## src/rtl/fpu_types.sv

```systemverilog
// Shared FPU types: divider request layout and default datapath widths.
package fpu_types;

  localparam int unsigned FPU_DIV_WIDTH = 55;
  localparam int unsigned FPU_TAG_WIDTH = 3;
  localparam int unsigned FPU_DIV_PORTS = 2;

  typedef struct packed {
    logic [FPU_DIV_WIDTH-1:0] dividend;
    logic [FPU_DIV_WIDTH-1:0] divisor;
    logic [FPU_TAG_WIDTH-1:0] tag;
  } fpu_div_req_t;

endpackage

```

## src/rtl/fp_div_rr_arbiter.sv

```systemverilog
// Two-way round-robin grant; the pointer names the port that wins a tie.
module fp_div_rr_arbiter
  import fpu_types::*;
(
  input  logic                     clk,
  input  logic                     rst,
  input  logic [FPU_DIV_PORTS-1:0] req,
  input  logic                     advance,
  output logic [FPU_DIV_PORTS-1:0] grant
);

  logic r_ptr;

  always_comb begin
    grant = req;
    if (req == 2'b11) begin
      grant = r_ptr ? 2'b10 : 2'b01;
    end
  end

  // After a grant the other port gets priority.
  always_ff @(posedge clk) begin
    if (rst) begin
      r_ptr <= 1'b0;
    end else if (advance) begin
      r_ptr <= grant[0];
    end
  end

endmodule

```

## src/rtl/fp_div_arbiter.sv

```systemverilog
// Shares one multi-cycle divider core between two request ports and buffers one result.
module fp_div_arbiter
  import fpu_types::*;
#(
  parameter int unsigned DATA_WIDTH = FPU_DIV_WIDTH,
  parameter int unsigned TAG_WIDTH  = FPU_TAG_WIDTH
) (
  input  logic                                clk,
  input  logic                                rst,
  input  logic                                flush,
  input  logic [FPU_DIV_PORTS-1:0]            req_valid,
  output logic [FPU_DIV_PORTS-1:0]            req_ready,
  input  logic [FPU_DIV_PORTS*DATA_WIDTH-1:0] req_dividend,
  input  logic [FPU_DIV_PORTS*DATA_WIDTH-1:0] req_divisor,
  input  logic [FPU_DIV_PORTS*TAG_WIDTH-1:0]  req_tag,
  output logic                                core_start,
  output logic [DATA_WIDTH-1:0]               core_dividend,
  output logic [DATA_WIDTH-1:0]               core_divisor,
  input  logic                                core_done,
  input  logic [DATA_WIDTH-1:0]               core_quotient,
  input  logic [DATA_WIDTH-1:0]               core_remainder,
  output logic                                rsp_valid,
  input  logic                                rsp_ready,
  output logic                                rsp_port,
  output logic [TAG_WIDTH-1:0]                rsp_tag,
  output logic [DATA_WIDTH-1:0]               rsp_quotient,
  output logic                                rsp_sticky
);

  typedef enum logic [1:0] {IDLE, BUSY, WAIT_OUT, DRAIN} state_t;

  state_t                  r_state;
  logic [TAG_WIDTH-1:0]    r_tag;
  logic                    r_port;
  logic                    r_rsp_valid;
  logic                    r_rsp_port;
  logic [TAG_WIDTH-1:0]    r_rsp_tag;
  logic [DATA_WIDTH-1:0]   r_rsp_quotient;
  logic                    r_rsp_sticky;

  logic [FPU_DIV_PORTS-1:0] w_grant;
  logic                     w_gport;
  logic                     w_grant_en;
  logic                     w_out_free;
  logic                     w_capture;
  fpu_div_req_t             w_sel;

  fp_div_rr_arbiter u_rr (
    .clk     (clk),
    .rst     (rst),
    .req     (req_valid),
    .advance (w_grant_en),
    .grant   (w_grant)
  );

  always_comb begin
    w_gport        = w_grant[1];
    w_sel.dividend = FPU_DIV_WIDTH'(w_gport ? req_dividend[2*DATA_WIDTH-1:DATA_WIDTH]
                                            : req_dividend[DATA_WIDTH-1:0]);
    w_sel.divisor  = FPU_DIV_WIDTH'(w_gport ? req_divisor[2*DATA_WIDTH-1:DATA_WIDTH]
                                            : req_divisor[DATA_WIDTH-1:0]);
    w_sel.tag      = FPU_TAG_WIDTH'(w_gport ? req_tag[2*TAG_WIDTH-1:TAG_WIDTH]
                                            : req_tag[TAG_WIDTH-1:0]);
  end

  // The output slot frees either when empty or when the consumer takes it this cycle.
  assign w_out_free = !r_rsp_valid || rsp_ready;
  assign w_grant_en = (r_state == IDLE) && !flush && !rst && (|req_valid);
  assign w_capture  = !flush && w_out_free &&
                      (((r_state == BUSY) && core_done) || (r_state == WAIT_OUT));

  assign req_ready     = w_grant_en ? w_grant : '0;
  assign core_start    = w_grant_en;
  assign core_dividend = w_sel.dividend[DATA_WIDTH-1:0];
  assign core_divisor  = w_sel.divisor[DATA_WIDTH-1:0];

  always_ff @(posedge clk) begin
    if (rst) begin
      r_state        <= IDLE;
      r_tag          <= '0;
      r_port         <= 1'b0;
      r_rsp_valid    <= 1'b0;
      r_rsp_port     <= 1'b0;
      r_rsp_tag      <= '0;
      r_rsp_quotient <= '0;
      r_rsp_sticky   <= 1'b0;
    end else begin
      if (flush) begin
        r_rsp_valid <= 1'b0;
      end else if (w_capture) begin
        r_rsp_valid <= 1'b1;
      end else if (rsp_ready) begin
        r_rsp_valid <= 1'b0;
      end

      if (w_capture) begin
        r_rsp_quotient <= core_quotient;
        r_rsp_sticky   <= |core_remainder;
        r_rsp_tag      <= r_tag;
        r_rsp_port     <= r_port;
      end

      case (r_state)
        IDLE: begin
          if (w_grant_en) begin
            r_tag   <= w_sel.tag[TAG_WIDTH-1:0];
            r_port  <= w_gport;
            r_state <= BUSY;
          end
        end
        BUSY: begin
          // A done coinciding with flush is already the drained completion.
          if (flush) begin
            r_state <= core_done ? IDLE : DRAIN;
          end else if (core_done) begin
            r_state <= w_out_free ? IDLE : WAIT_OUT;
          end
        end
        WAIT_OUT: begin
          if (flush || w_out_free) begin
            r_state <= IDLE;
          end
        end
        DRAIN: begin
          if (core_done) begin
            r_state <= IDLE;
          end
        end
        default: r_state <= IDLE;
      endcase
    end
  end

  assign rsp_valid    = r_rsp_valid;
  assign rsp_port     = r_rsp_port;
  assign rsp_tag      = r_rsp_tag;
  assign rsp_quotient = r_rsp_quotient;
  assign rsp_sticky   = r_rsp_sticky;

endmodule

```

## config.mk

```make
export PLATFORM = sky130hd
export DESIGN_NAME = fp_div_arbiter
export DESIGN_NICKNAME = d
export VERILOG_FILES = /design/src/rtl/fpu_types.sv /design/src/rtl/fp_div_rr_arbiter.sv /design/src/rtl/fp_div_arbiter.sv
export SDC_FILE = /design/constraint.sdc
export NUM_CORES = 1
export LEC_CHECK = 0
export CAP_MARGIN = 20
export CELL_PAD_IN_SITES_DETAIL_PLACEMENT = 1
export CELL_PAD_IN_SITES_GLOBAL_PLACEMENT = 1
export CORE_AREA = 2 2 204 206
export DETAILED_ROUTE_END_ITERATION = 12
export DIE_AREA = 0 0 206 208
export PLACE_DENSITY = 0.67
export SKIP_CTS_REPAIR_TIMING = 1
export SLEW_MARGIN = 20
export SYNTH_ARGS = -nofsm -noshare
export SYNTH_HDL_FRONTEND = slang
export SYNTH_SLANG_ARGS = --single-unit
```

## constraint.sdc

```tcl
create_clock -name clk -period 2.1 [get_ports clk]
set_input_delay 0.315 -clock clk [delete_from_list [all_inputs] [get_ports clk]]
set_output_delay 0.315 -clock clk [all_outputs]
set_load 0.02 [all_outputs]
```

# After elaboration in Yosys (flattened, before gate mapping)
# Index checks and enable logic that the tools add are counted.
[totals]
input_bits = 343
output_inout_bits = 174
reg_bits = 68
elab_cells = 52
[classes]
eq_ne = 8
n_reduce_logical = 19
mux = 16
[ops]
columns = ["op", "count"]
rows = [
  ["55-bit 2-to-1 mux", 2],
  ["55-bit OR reduction", 1],
  ["2-bit 2-to-1 mux", 10],
  ["2-bit case mux with 4 select lines", 1],
  ["2-bit equality test, second input constant", 3],
  ["1-bit logical AND", 6],
  ["2-bit != test, second input constant", 2],
  ["4-bit AND reduction", 1],
  ["2-bit OR reduction", 2],
  ["1-bit zero test", 3],
  ["1-bit logical OR", 3],
  ["3-bit 2-to-1 mux", 1],
  ["3-bit != test, second input constant", 1],
  ["2-bit by 1-bit equality test with 1-bit output, second input constant", 1],
  ["2-bit zero test", 1],
  ["1-bit 2-to-1 mux", 2],
  ["2-bit by 1-bit != test with 1-bit output, second input constant", 1],
  ["2-bit AND reduction", 1],
  ["2-bit nonzero test", 1],
]

# Logic depth before layout (Yosys ltp)
# Gate-level depths: netlist of the first run.
[depth]
word_depth = 6
ltp_mapped = 6
mapped_depth_nobuf = 5

# Hierarchy
# Synthesis of the first run repeated with hierarchy kept, for this count alone.
[unflattened]
cells_unflattened = 557
area_unflattened_um2 = 4790.8
[by_module_without_submodules]
columns = ["module", "n_inst", "area_each_um2", "seq_area_each_um2", "cells_each"]
rows = [
  ["fp_div_arbiter", 1, 4723.3, 1341.3, 550],
  ["fp_div_rr_arbiter", 1, 67.6, 20.0, 7],
]

# Worst setup path after synthesis of the first run
# OpenSTA, ideal clock, no wires.
[synth_path]
path_kind = "in2out"
from = "in req_valid[0]"
to = "out core_divisor[10]"
stages = 6
arrival_time_ps = 1421
t_required_ps = 1785
setup_slack_ps = 364
n_path_buf = 3
cell_sequence = "inv_1 > o21ai_2 > buf_4 > buf_2 > mux2_2 > buf_4"
[synth_lines]
columns = ["element", "line_no", "rtl"]
rows = [
  ["start: declaration", "fp_div_arbiter.sv:11", "input logic [FPU_DIV_PORTS-1:0] req_valid,"],
  ["end: declaration", "fp_div_arbiter.sv:18", "output logic [DATA_WIDTH-1:0] core_divisor,"],
]

# Worst setup path after layout of the first run
[layout_path]
from = "reg u_rr.r_ptr"
to = "out core_divisor[40]"
[layout_via]
elab_chain_len = 3
[layout_rtl]
columns = ["element", "line_no", "rtl"]
rows = [
  ["start: declaration", "fp_div_rr_arbiter.sv:12", "logic r_ptr;"],
  ["start signal: assignment", "fp_div_rr_arbiter.sv:26", "r_ptr <= grant[0];"],
  ["2-bit 2-to-1 mux", "fp_div_rr_arbiter.sv:17", "grant = r_ptr ? 2'b10 : 2'b01;"],
  ["2-bit 2-to-1 mux", "fp_div_rr_arbiter.sv:16", "if (req == 2'b11) begin"],
  ["55-bit 2-to-1 mux", "fp_div_arbiter.sv:60", "w_sel.divisor = FPU_DIV_WIDTH'(w_gport ? req_divisor[2*DATA_WIDTH-1:DATA_WIDTH]"],
]
# Every way passes these cells.

==> metrics.md, run 1 <==
| Metric | Value |
|---|---|
| Hold violation total from the final report | `0` |
| Max Fclk | `478.0 MHz` |
| Layout net count | `1324` |
| DIE WIDTH | `206 um` |
| DR vias | `5452` |
| Root Driver | `clkbuf_16` |
| Worst IR Drop VDD | `0.4020 mV` |
| First-pass iteration count of the detailed router | `4` |
| GRT overflow | `0` |
| Final setup fails | `0` |
| Final Max Tran Viols | `0` |
| DIE AREA | `42850 sq um` |
| EDFF count, synth | `0` |
| Final period util | `0.9963` |
| First-pass GRT wire length | `36490 um` |
| Synthesized area | `4765 sq um` |
| Switching part of the total | `0.2676` |
| Rel. slew slack | `0.4495` |
| IO buf count | `516` |
| Comb power frac | `0.368` |
| Vias in the first global route | `6044` |
| Drt via density | `3.592` |
| Max FO, Critical Path | `6` |
| Final critical-path required period | `2.092 ns` |
| Worst Path Arrival | `1.78 ns` |
| Status | `complete, no violations` |
| RePlAce Congestion | `0.8060` |
| CTS tree | `built` |
| Register bit count reported by yosys | `68` |
| Rows | `74` |
| CP Data Required Time | `1.78 ns` |
| Layout area overhead | `114.9%` |
| Antenna violations before repair | `2` |
| RSZ-0062 raised after global routing | `true` |
| DP Area | `9868 sq um` |
| Core Footprint | `40550 sq um` |
| Register area share after synthesis | `0.2857` |
| Mapped Cells | `554` |
| Hold crit path type | `flop to flop` |
| Iteration-0 DRC Markers | `152` |
| Clk pwr share | `0.353` |
| Most common library cells after synthesis | `nand2_1, buf_4, mux2_2, dfxtp_1, a21oi_1` |
| PD cells | `464.8 nW/um^2` |
| Clock insertion delay at the later pin of the skew report | `0.33 ns` |
| Ports | `517` |
| Top-count cell post-synth | `nand2_1` |
| Leakage power | `3.911 nW` |
| Fillers | `4759` |
| Setup Skew | `0.006711 ns` |
| Synth top area share | `0.2857` |
| Multi-input combinational cell area | `2450 sq um` |
| Net Count, Synth | `897` |
| Cell Int Power | `3.486 mW` |
| Avg WL per Cell | `17.23 um` |
| Pin count of the biggest net entering global routing | `69` |
| Power Total | `4.759 mW` |
| Top_reg_cell synth | `dfxtp_1` |
| Residual DRC count | `0` |
| Cells after DPL | `1491` |
| Clock Pin Slew Worst Setup and Hold Paths | `0.06 ns` |
| Crit path kind | `flop to primary output` |
| Synth warnings | `0` |
| DRT Wirelength | `26150 um` |
| Largest cells by area after synthesis | `dfxtp_1, mux2_2, buf_4` |
| Number of routed nets with antenna violations | `0` |
| Clock buffer depth | `2` |
| Layout cells sized above 1 | `0.3005` |
| Initial Utilization | `0.1175` |
| Hold Path Stages | `2` |
| PnR worst setup slack | `0.007821 ns` |
| Non-filler cells in the finished layout | `1518` |
| Worst Max-Slew Pin Slew | `0.8257 ns` |
| Dpl hpwl | `21440 um` |
| Fin area | `10240 sq um` |
| Max-Cap Viols | `0` |
| H-tree depth | `3` |
| CTS Buf Count | `9` |
| FF+latch area | `1363 sq um` |
| Switching pwr | `1.274 mW` |
| TNS Setup | `0 ns` |
| DP Worst Slack | `-0.5731 ns` |
| Avg Inst Size Synth | `8.600 sq um` |
| Sink Count | `68` |
| Overall die height | `208 um` |
| GRT Total Usage | `0.1129` |
| Critical Path End Type | `primary output` |
| Crit start category | `flop` |
| Depth of the most critical reg-to-reg path | `6` |
| Post-synth top area cell | `dfxtp_1` |
| Sequential group share of total power | `0.279` |
| Synth async-reset ratio | `0` |
| Synth cell types | `34` |
kinds of logic after synthesis:
kind of cell | count (synthesis) | synth area share
buffers and inverters | 146 | 0.2166
muxes | 114 | 0.2686
DFF | 68 | 0.2857
AOI/OAI and AO/OA | 73 | 0.08955
and+or+nand+nor | 153 | 0.1394
critical path: stages, from the launching register on:
cell and delay (ns):
dfxtp_2 0.33, o21ai_4 0.14, buf_12 0.14, buf_12 0.15, buf_6 0.12, buf_6 0.11
mux2_4 0.32, buf_6 0.14
path summary, 6_finish.rpt:
kind / from / to / slack [ns]
max reg2reg: r_state[0] / rsp_tag[2] / 0.50
max: u_rr.r_ptr / core_divisor[40] / 0.008
min reg2reg: rsp_quotient[35] / rsp_quotient[35] / 0.45
min: rsp_quotient[35] / rsp_quotient[35] / 0.45
power groups by stage:
stage               combinational (mW)  clock (mW)  sequential [mW]
finish                            1.75        1.68             1.33
global route                      1.86        1.82             1.33
CTS                               1.77        1.77             1.33
detailed placement                1.75           0             1.36
global placement                  1.74           0             1.36
floorplan                        0.808           0             1.38
cell type report:
type / instances / share of cell area
Multi-Input combinational cell: 340 / 0.2392
Antenna cell: 1 / 0.0002444
Tap cell: 532 / 0.06500
Timing Repair Buffer: 559 / 0.5296
Clock inverter: 4 / 0.007087
Inverter: 3 / 0.001100
Clock buffer: 11 / 0.02468
Sequential cell: 68 / 0.1331
sequential cells by signal, indices dropped and copies added (netlist names):
name / cells
r_tag: 3
r_state: 2
rsp_sticky: 1
rsp_valid: 1
r_port: 1
rsp_tag: 3
rsp_port: 1
rsp_quotient: 55
u_rr.r_ptr: 1
placed cells by master (no fill, tap or decap), drive strengths merged, types with 2 or more instances in the layout:
cell | netlist | final
dlymetal6s2s | 0 | 4
a211oi | 5 | 5
nor2 | 6 | 6
nand2b | 2 | 2
bufinv | 0 | 2
mux2 | 111 | 111
nor4 | 15 | 15
mux2i | 3 | 3
clkdlybuf4s50 | 0 | 400
clkbuf | 11 | 66
nand4 | 3 | 3
a21oi | 61 | 61
o21ai | 2 | 2
buf | 132 | 100
nand2 | 120 | 120
dfxtp | 68 | 68
inv | 3 | 3
stage by stage:
stage | utilization | hold WS, ns
after floorplan | - | 0.4365
after global placement | 0.2433 | 0.4416
after detailed placement | 0.2433 | 0.4484
after CTS | 0.2514 | 0.4575
after global routing | 0.2525 | 0.4740
final | 0.2525 | 0.4529
routing by layer:
metal	global-route usage	wire length, um	vias up
li1	-	-	2620
met3	0.03744	2241	22
met2	0.2114	13930	257
met1	0.1194	9568	2553
met5	0	0	-
met4	0.02882	408	0
No activity file was read; power rests on OpenSTA's default activity.
==> run 2: changes to the inputs <==
==> constraint.sdc (replaced) <==
create_clock -name clk -period 2.3 [get_ports clk]
set_input_delay 0.345 -clock clk [delete_from_list [all_inputs] [get_ports clk]]
set_output_delay 0.345 -clock clk [all_outputs]
set_load 0.02 [all_outputs]
==> run 2 against run 1 <==
Compared with the run above:
- clock power shrank 15%
- clock-buffer cell count grew 2
- die area is the same
- clock skew is essentially flat
- sequential share of layout area shrank 0.37 points
- via count shrank 1.2%
- final area grew 2.7%
- routed wire length shrank 3.7%
- first-iteration DRC count shrank 4.6%
- sequential power shrank 9%
- register-to-register slack gained 0.11 ns
- combinational power shrank 10%
- largest cell class unchanged
==> metrics.md, run 2 (synthesized netlist as in run 1, its figures left out) <==
| Metric | Value |
|---|---|
| GRT overflow | `0 (unchanged)` |
| Sink Count | `68 (unchanged)` |
| H-tree depth | `3 (unchanged)` |
| Final setup fails | `0 (unchanged)` |
| Iteration-0 DRC Markers | `145 (was 152)` |
| Antenna violations before repair | `3 (was 2)` |
| GRT Total Usage | `0.1129 (about the same)` |
| TNS Setup | `0 ns (unchanged)` |
| Crit start category | `flop (unchanged)` |
| Status | `complete, no violations (unchanged)` |
| IO buf count | `516 (unchanged)` |
| Avg WL per Cell | `16.65 um (was 17.23 um)` |
| Final period util | `0.9604` |
| Fillers | `4706 (was 4759)` |
| Worst Path Arrival | `1.86 ns (was 1.78 ns)` |
| Initial Utilization | `0.1175 (unchanged)` |
| Rows | `74 (unchanged)` |
| Leakage power | `4.582 nW (was 3.911 nW)` |
| RePlAce Congestion | `0.7992 (was 0.8060)` |
| Non-filler cells in the finished layout | `1513 (was 1518)` |
| Clock buffer depth | `2 (unchanged)` |
| Ports | `517 (unchanged)` |
| Residual DRC count | `0 (unchanged)` |
| Crit path kind | `flop to primary output (unchanged)` |
| Hold violation total from the final report | `0 (unchanged)` |
| CP Data Required Time | `1.96 ns (was 1.78 ns)` |
| Final Max Tran Viols | `0 (unchanged)` |
| PD cells | `400.6 nW/um^2 (was 464.8 nW/um^2)` |
| Power Total | `4.215 mW (was 4.759 mW)` |
| Critical Path End Type | `primary output (unchanged)` |
| Rel. slew slack | `0.4444 (was 0.4495)` |
| First-pass iteration count of the detailed router | `3 (was 4)` |
| Drt via density | `3.560 (was 3.592)` |
| Commonest non-fill, non-tap cell in the layout | `clkdlybuf4s50_1 (unchanged)` |
| Layout area overhead | `120.8% (was 114.9%)` |
| Reg2reg start | `r_state[0] (unchanged)` |
| Hold crit path type | `flop to flop (unchanged)` |
| DP Area | `9881 sq um (was 9868 sq um)` |
| Root Driver | `clkbuf_16 (unchanged)` |
| Core Footprint | `40550 sq um (unchanged)` |
| Cell Int Power | `3.088 mW (was 3.486 mW)` |
| CP startpoint | `u_rr.r_ptr (unchanged)` |
| DIE WIDTH | `206 um (unchanged)` |
| Layout net count | `1317 (was 1324)` |
| Clock insertion delay at the later pin of the skew report | `0.34 ns (was 0.33 ns)` |
| Max Fclk | `452.7 MHz` |
| Dpl hpwl | `21340 um (was 21440 um)` |
| Max-Cap Viols | `0 (unchanged)` |
| DR vias | `5386 (was 5452)` |
| DIE AREA | `42850 sq um (unchanged)` |
| CTS tree | `built (unchanged)` |
| Largest register FFs | `55 (unchanged)` |
| Pin count of the biggest net entering global routing | `69 (unchanged)` |
| Clock Pin Slew Worst Setup and Hold Paths | `0.06 ns (about the same)` |
| Final critical-path required period | `2.209 ns` |
| Hold_sp | `rsp_quotient[32] (was rsp_quotient[35])` |
| Worst IR Drop VDD | `0.3487 mV (was 0.4020 mV)` |
| Setup Skew | `0.006775 ns (was 0.006711 ns)` |
| Comb power frac | `0.372 (was 0.368)` |
| Number of routed nets with antenna violations | `0 (unchanged)` |
| Overall die height | `208 um (unchanged)` |
| DRT Wirelength | `25190 um (was 26150 um)` |
| Switching pwr | `1.127 mW (was 1.274 mW)` |
| Switching part of the total | `0.2675 (was 0.2676)` |
| Most frequent cells in the layout | `clkdlybuf4s50_1, nand2_1, mux2_2 (unchanged)` |
| Vias in the first global route | `5878 (was 6044)` |
| Fin area | `10520 sq um (was 10240 sq um)` |
| PnR worst setup slack | `0.09106 ns (was 0.007821 ns)` |
| Layout cells sized above 1 | `0.1879 (was 0.3005)` |
| Clk pwr share | `0.340 (was 0.353)` |
| First-pass GRT wire length | `36300 um (was 36490 um)` |
| CTS Buf Count | `9 (unchanged)` |
| Max FO, Critical Path | `11 (was 6)` |
| Worst Max-Slew Pin Slew | `0.8334 ns (was 0.8257 ns)` |
| DP Worst Slack | `-0.4247 ns (was -0.5731 ns)` |
| Sequential group share of total power | `0.288 (was 0.279)` |
| Cells after DPL | `1491 (unchanged)` |
==> run 2: changes by cell type in the layout (fill, tap and decap cells not counted), sizes merged <==
cell	delta
dlymetal6s2s	+101
buf	-58
clkbuf	-48
bufinv	-1
clkinv	-1
clkinvlp	+1
diode	+1
==> run 2: path summary, 6_finish.rpt <==
| path | to | slack, ns | depth (start not counted) |
|---|---|---|---|
| min reg2reg | rsp_quotient[32] | 0.45 | 2 |
| max | core_dividend[49] | 0.09 | 6 |
| max reg2reg | rsp_tag[0] | 0.61 | 6 |
| min | rsp_quotient[32] | 0.45 | 2 |
==> run 2: power by group through the flow <==
stage                     clock [mW]  combinational (mW)  sequential [mW]
after detailed placement           0                1.60             1.24
final                           1.43                1.57             1.21
after CTS                       1.51                1.62             1.21
after floorplan                    0               0.738             1.26
after global routing            1.56                1.67             1.22
after global placement             0                1.59             1.24
==> run 2: area by class of cell <==
type | count | area, sq um | share of cell area
multi-input cells | 340 | 2386 | 0.2268
clock inverters | 3 | 45.04 | 0.004281
well taps | 532 | 665.6 | 0.06327
diodes | 2 | 5.005 | 0.0004757
flip-flops and latches | 68 | 1361 | 0.1294
repair buffers | 552 | 5787 | 0.5500
inverters | 3 | 11.26 | 0.001070
clock buffers | 13 | 260.3 | 0.02474
==> run 2: worst max-delay path: stages (launching register included) <==
cell and delay, ns:
dfxtp_1 0.33, o21ai_4 0.17, buf_12 0.15, buf_12 0.14
clkbuf_16 0.17, mux2_2 0.33, dlymetal6s2s_1 0.21
==> run 2: stage by stage <==
stage,util,hold WS (ns)
final,0.2594,0.4526
after global routing,0.2594,0.4759
after CTS,0.2512,0.4577
after detailed placement,0.2436,0.4481
after global placement,0.2436,0.4416
after floorplan,-,0.4365
==> run 2: layer usage <==
metal / GRT usage / wire length [um]
met1: 0.1223 / 9324
met2: 0.2061 / 13170
met3: 0.03869 / 2274
met4: 0.03103 / 417
met5: 0 / 0
==> run 3: changes to the inputs <==
--- a/config.mk
+++ b/config.mk
@@ -8,10 +8,11 @@
 export CAP_MARGIN = 20
 export CELL_PAD_IN_SITES_DETAIL_PLACEMENT = 1
 export CELL_PAD_IN_SITES_GLOBAL_PLACEMENT = 1
-export CORE_AREA = 2 2 204 206
+export CORE_AREA = 2 2 198 200
+export CTS_BUF_LIST = sky130_fd_sc_hd__clkbuf_4
 export DETAILED_ROUTE_END_ITERATION = 12
-export DIE_AREA = 0 0 206 208
-export PLACE_DENSITY = 0.67
+export DIE_AREA = 0 0 200 202
+export PLACE_DENSITY_LB_ADDON = 0.1
 export SKIP_CTS_REPAIR_TIMING = 1
 export SLEW_MARGIN = 20
 export SYNTH_ARGS = -nofsm -noshare
==> run 3 against run 2 <==
Compared with the run above:
- the run now ends with negative setup slack left
- register-to-register slack improved by 0.06 ns
- critical path depth did not move
- cell count fell by 0.46%
- power fell by 11%
- sequential cell count did not move
- combinational power barely moved
- final area fell by 3.8%
- sequential share of layout area rose by 0.54 points
- clock power fell by 32%
- critical path type unchanged
==> metrics.md, run 3 (synthesized netlist as in run 1, its figures left out) <==
| Metric | Value |
|---|---|
| Crit path kind | `flop to primary output (unchanged)` |
| Critical Path End Type | `primary output (unchanged)` |
| Layout area overhead | `112.3% (was 120.8%)` |
| Setup Skew | `0.01297 ns (was 0.006775 ns)` |
| Layout net count | `1321 (was 1317)` |
| Worst Path Arrival | `1.97 ns (was 1.86 ns)` |
| CTS Buf Count | `9 (unchanged)` |
| PD cells | `372.0 nW/um^2 (was 400.6 nW/um^2)` |
| Antenna violations before repair | `5 (was 3)` |
| Hold crit path type | `input port to flop (was flop to flop)` |
| Rows | `72 (was 74)` |
| CP Data Required Time | `1.96 ns (about the same)` |
| Cell Int Power | `2.621 mW (was 3.088 mW)` |
| TNS Setup | `-0.03863 ns (was 0 ns)` |
| Initial Utilization | `0.1244 (was 0.1175)` |
| Power Total | `3.764 mW (was 4.215 mW)` |
| Pin count of the biggest net entering global routing | `69 (unchanged)` |
| Drt via density | `3.622 (was 3.560)` |
| Core Footprint | `38290 sq um (was 40550 sq um)` |
| Layout cells sized above 1 | `0.2818 (was 0.1879)` |
| Post-layout util | `0.2642 (was 0.2594)` |
| Commonest non-fill, non-tap cell in the layout | `clkdlybuf4s50_1 (unchanged)` |
| Ports | `517 (unchanged)` |
| H-tree depth | `3 (unchanged)` |
| RSZ-0062 raised after global routing | `true` |
| IO buf count | `516 (unchanged)` |
| Avg WL per Cell | `18.61 um (was 16.65 um)` |
| DP Worst Slack | `-0.4159 ns (was -0.4247 ns)` |
| Sequential group share of total power | `0.322 (was 0.288)` |
| Final setup fails | `4 (was 0)` |
| Hold violation total from the final report | `0 (unchanged)` |
| Overall die height | `202 um (was 208 um)` |
| Clock Pin Slew Worst Setup and Hold Paths | `0.13 ns (was 0.06 ns)` |
| Violations in the final reports | `negative setup slack` |
| Worst IR Drop VDD | `0.1469 mV (was 0.3487 mV)` |
| Comb power frac | `0.418 (was 0.372)` |
| Clock insertion delay at the later pin of the skew report | `0.47 ns (was 0.34 ns)` |
| Rel. slew slack | `0.4376 (was 0.4444)` |
| RePlAce Congestion | `0.7787 (was 0.7992)` |
| Leakage power | `3.963 nW (was 4.582 nW)` |
| Final Max Tran Viols | `0 (unchanged)` |
| Final period util | `1.008 (was 0.9604)` |
| Worst Max-Slew Pin Slew | `0.8436 ns (was 0.8334 ns)` |
| DRT Wirelength | `28030 um (was 25190 um)` |
| DIE AREA | `40400 sq um (was 42850 sq um)` |
| Number of routed nets with antenna violations | `0 (unchanged)` |
| GRT Total Usage | `0.1333 (was 0.1129)` |
| Largest register FFs | `55 (unchanged)` |
| Vias in the first global route | `5937 (was 5878)` |
| Max Fclk | `431.5 MHz (was 452.7 MHz)` |
| Max FO, Critical Path | `8 (was 11)` |
| Clock buffer depth | `2 (unchanged)` |
| Switching part of the total | `0.3038 (was 0.2675)` |
| PnR worst setup slack | `-0.01735 ns (was 0.09106 ns)` |
| Residual DRC count | `0 (unchanged)` |
| Switching pwr | `1.143 mW (was 1.127 mW)` |
| GRT overflow | `0 (unchanged)` |
| Sink Count | `68 (unchanged)` |
| Dpl hpwl | `23370 um (was 21340 um)` |
| Max-Cap Viols | `0 (unchanged)` |
| DR vias | `5455 (was 5386)` |
| Final critical-path required period | `2.317 ns (was 2.209 ns)` |
| Clk pwr share | `0.259 (was 0.340)` |
| Root Driver | `clkbuf_4 (was clkbuf_16)` |
| First-pass GRT wire length | `38710 um (was 36300 um)` |
| Crit start category | `flop (unchanged)` |
| DIE WIDTH | `200 um (was 206 um)` |
| Status | `finished, violations left (was complete, no violations)` |
| CTS tree | `built (unchanged)` |
| Most frequent cells in the layout | `clkdlybuf4s50_1, nand2_1, mux2_2 (unchanged)` |
| First-pass iteration count of the detailed router | `4 (was 3)` |
| Final hold slack | `0.2986 ns (was 0.4526 ns)` |
| Iteration-0 DRC Markers | `81 (was 145)` |
==> run 3: cell count changes in the layout (fill, tap and decap cells not counted), moves of 3 or more <==
cell,change
clkbuf_2,+23
buf_6,+11
buf_4,-4
dlymetal6s2s_1,-83
mux2_2,-15
buf_2,+44
mux2_4,+15
clkbuf_16,-4
clkbuf_4,+9
buf_12,+5
diode_2,+3
==> run 3: final cells by class <==
type	instances	area [sq um]
diodes	5	12.51
inverters	3	11.26
clock inverters	7	98.84
well taps	518	648.1
multi-input cells	340	2460
repair buffers	556	5455
fillers	4451	28170
clock buffers	9	67.56
flip-flops and latches	68	1364
==> run 3: metal layers <==
| layer | track usage | wire (um) | vias to the layer above |
|---|---|---|---|
| met5 | 0 | 13 | - |
| met4 | 0.05132 | 531 | 2 |
| met3 | 0.05306 | 2754 | 24 |
| met2 | 0.2619 | 15810 | 243 |
| met1 | 0.1191 | 8912 | 2562 |
| li1 | - | - | 2624 |
==> run 3: path summary, 6_finish.rpt <==
| path | start | to | slack (ns) | depth (start not counted) |
|---|---|---|---|---|
| max | u_rr.r_ptr | core_dividend[30] | -0.02 | 6 |
| min | req_valid[0] | u_rr.r_ptr | 0.30 | 4 |
| max reg2reg | r_state[0] | rsp_quotient[13] | 0.67 | 6 |
| min reg2reg | rsp_quotient[47] | rsp_quotient[47] | 0.46 | 2 |
==> run 3: power by group through the flow <==
stage | combinational (mW) | sequential (mW) | clock, mW
final | 1.58 | 1.21 | 0.975
after global routing | 1.68 | 1.22 | 1.10
after CTS | 1.63 | 1.21 | 1.06
after detailed placement | 1.62 | 1.24 | 0
after global placement | 1.63 | 1.24 | 0
after floorplan | 0.738 | 1.26 | 0
==> run 3: worst max-delay path, cell delays in order (launching register included) <==
cell	delay [ns]
dfxtp_2	0.36
o21ai_4	0.16
buf_12	0.16
clkbuf_16	0.16
clkbuf_16	0.15
mux2_2	0.33
clkbuf_2	0.17
==> run 3: stage by stage <==
| step | std cells | instance area (sq um) |
|---|---|---|
| floorplan | 554 | 4765 |
| global placement | 1473 | 9906 |
| detailed placement | 1473 | 9906 |
| CTS | 1489 | 10070 |
| global route | 1505 | 10110 |
| finish | 1506 | 10120 |
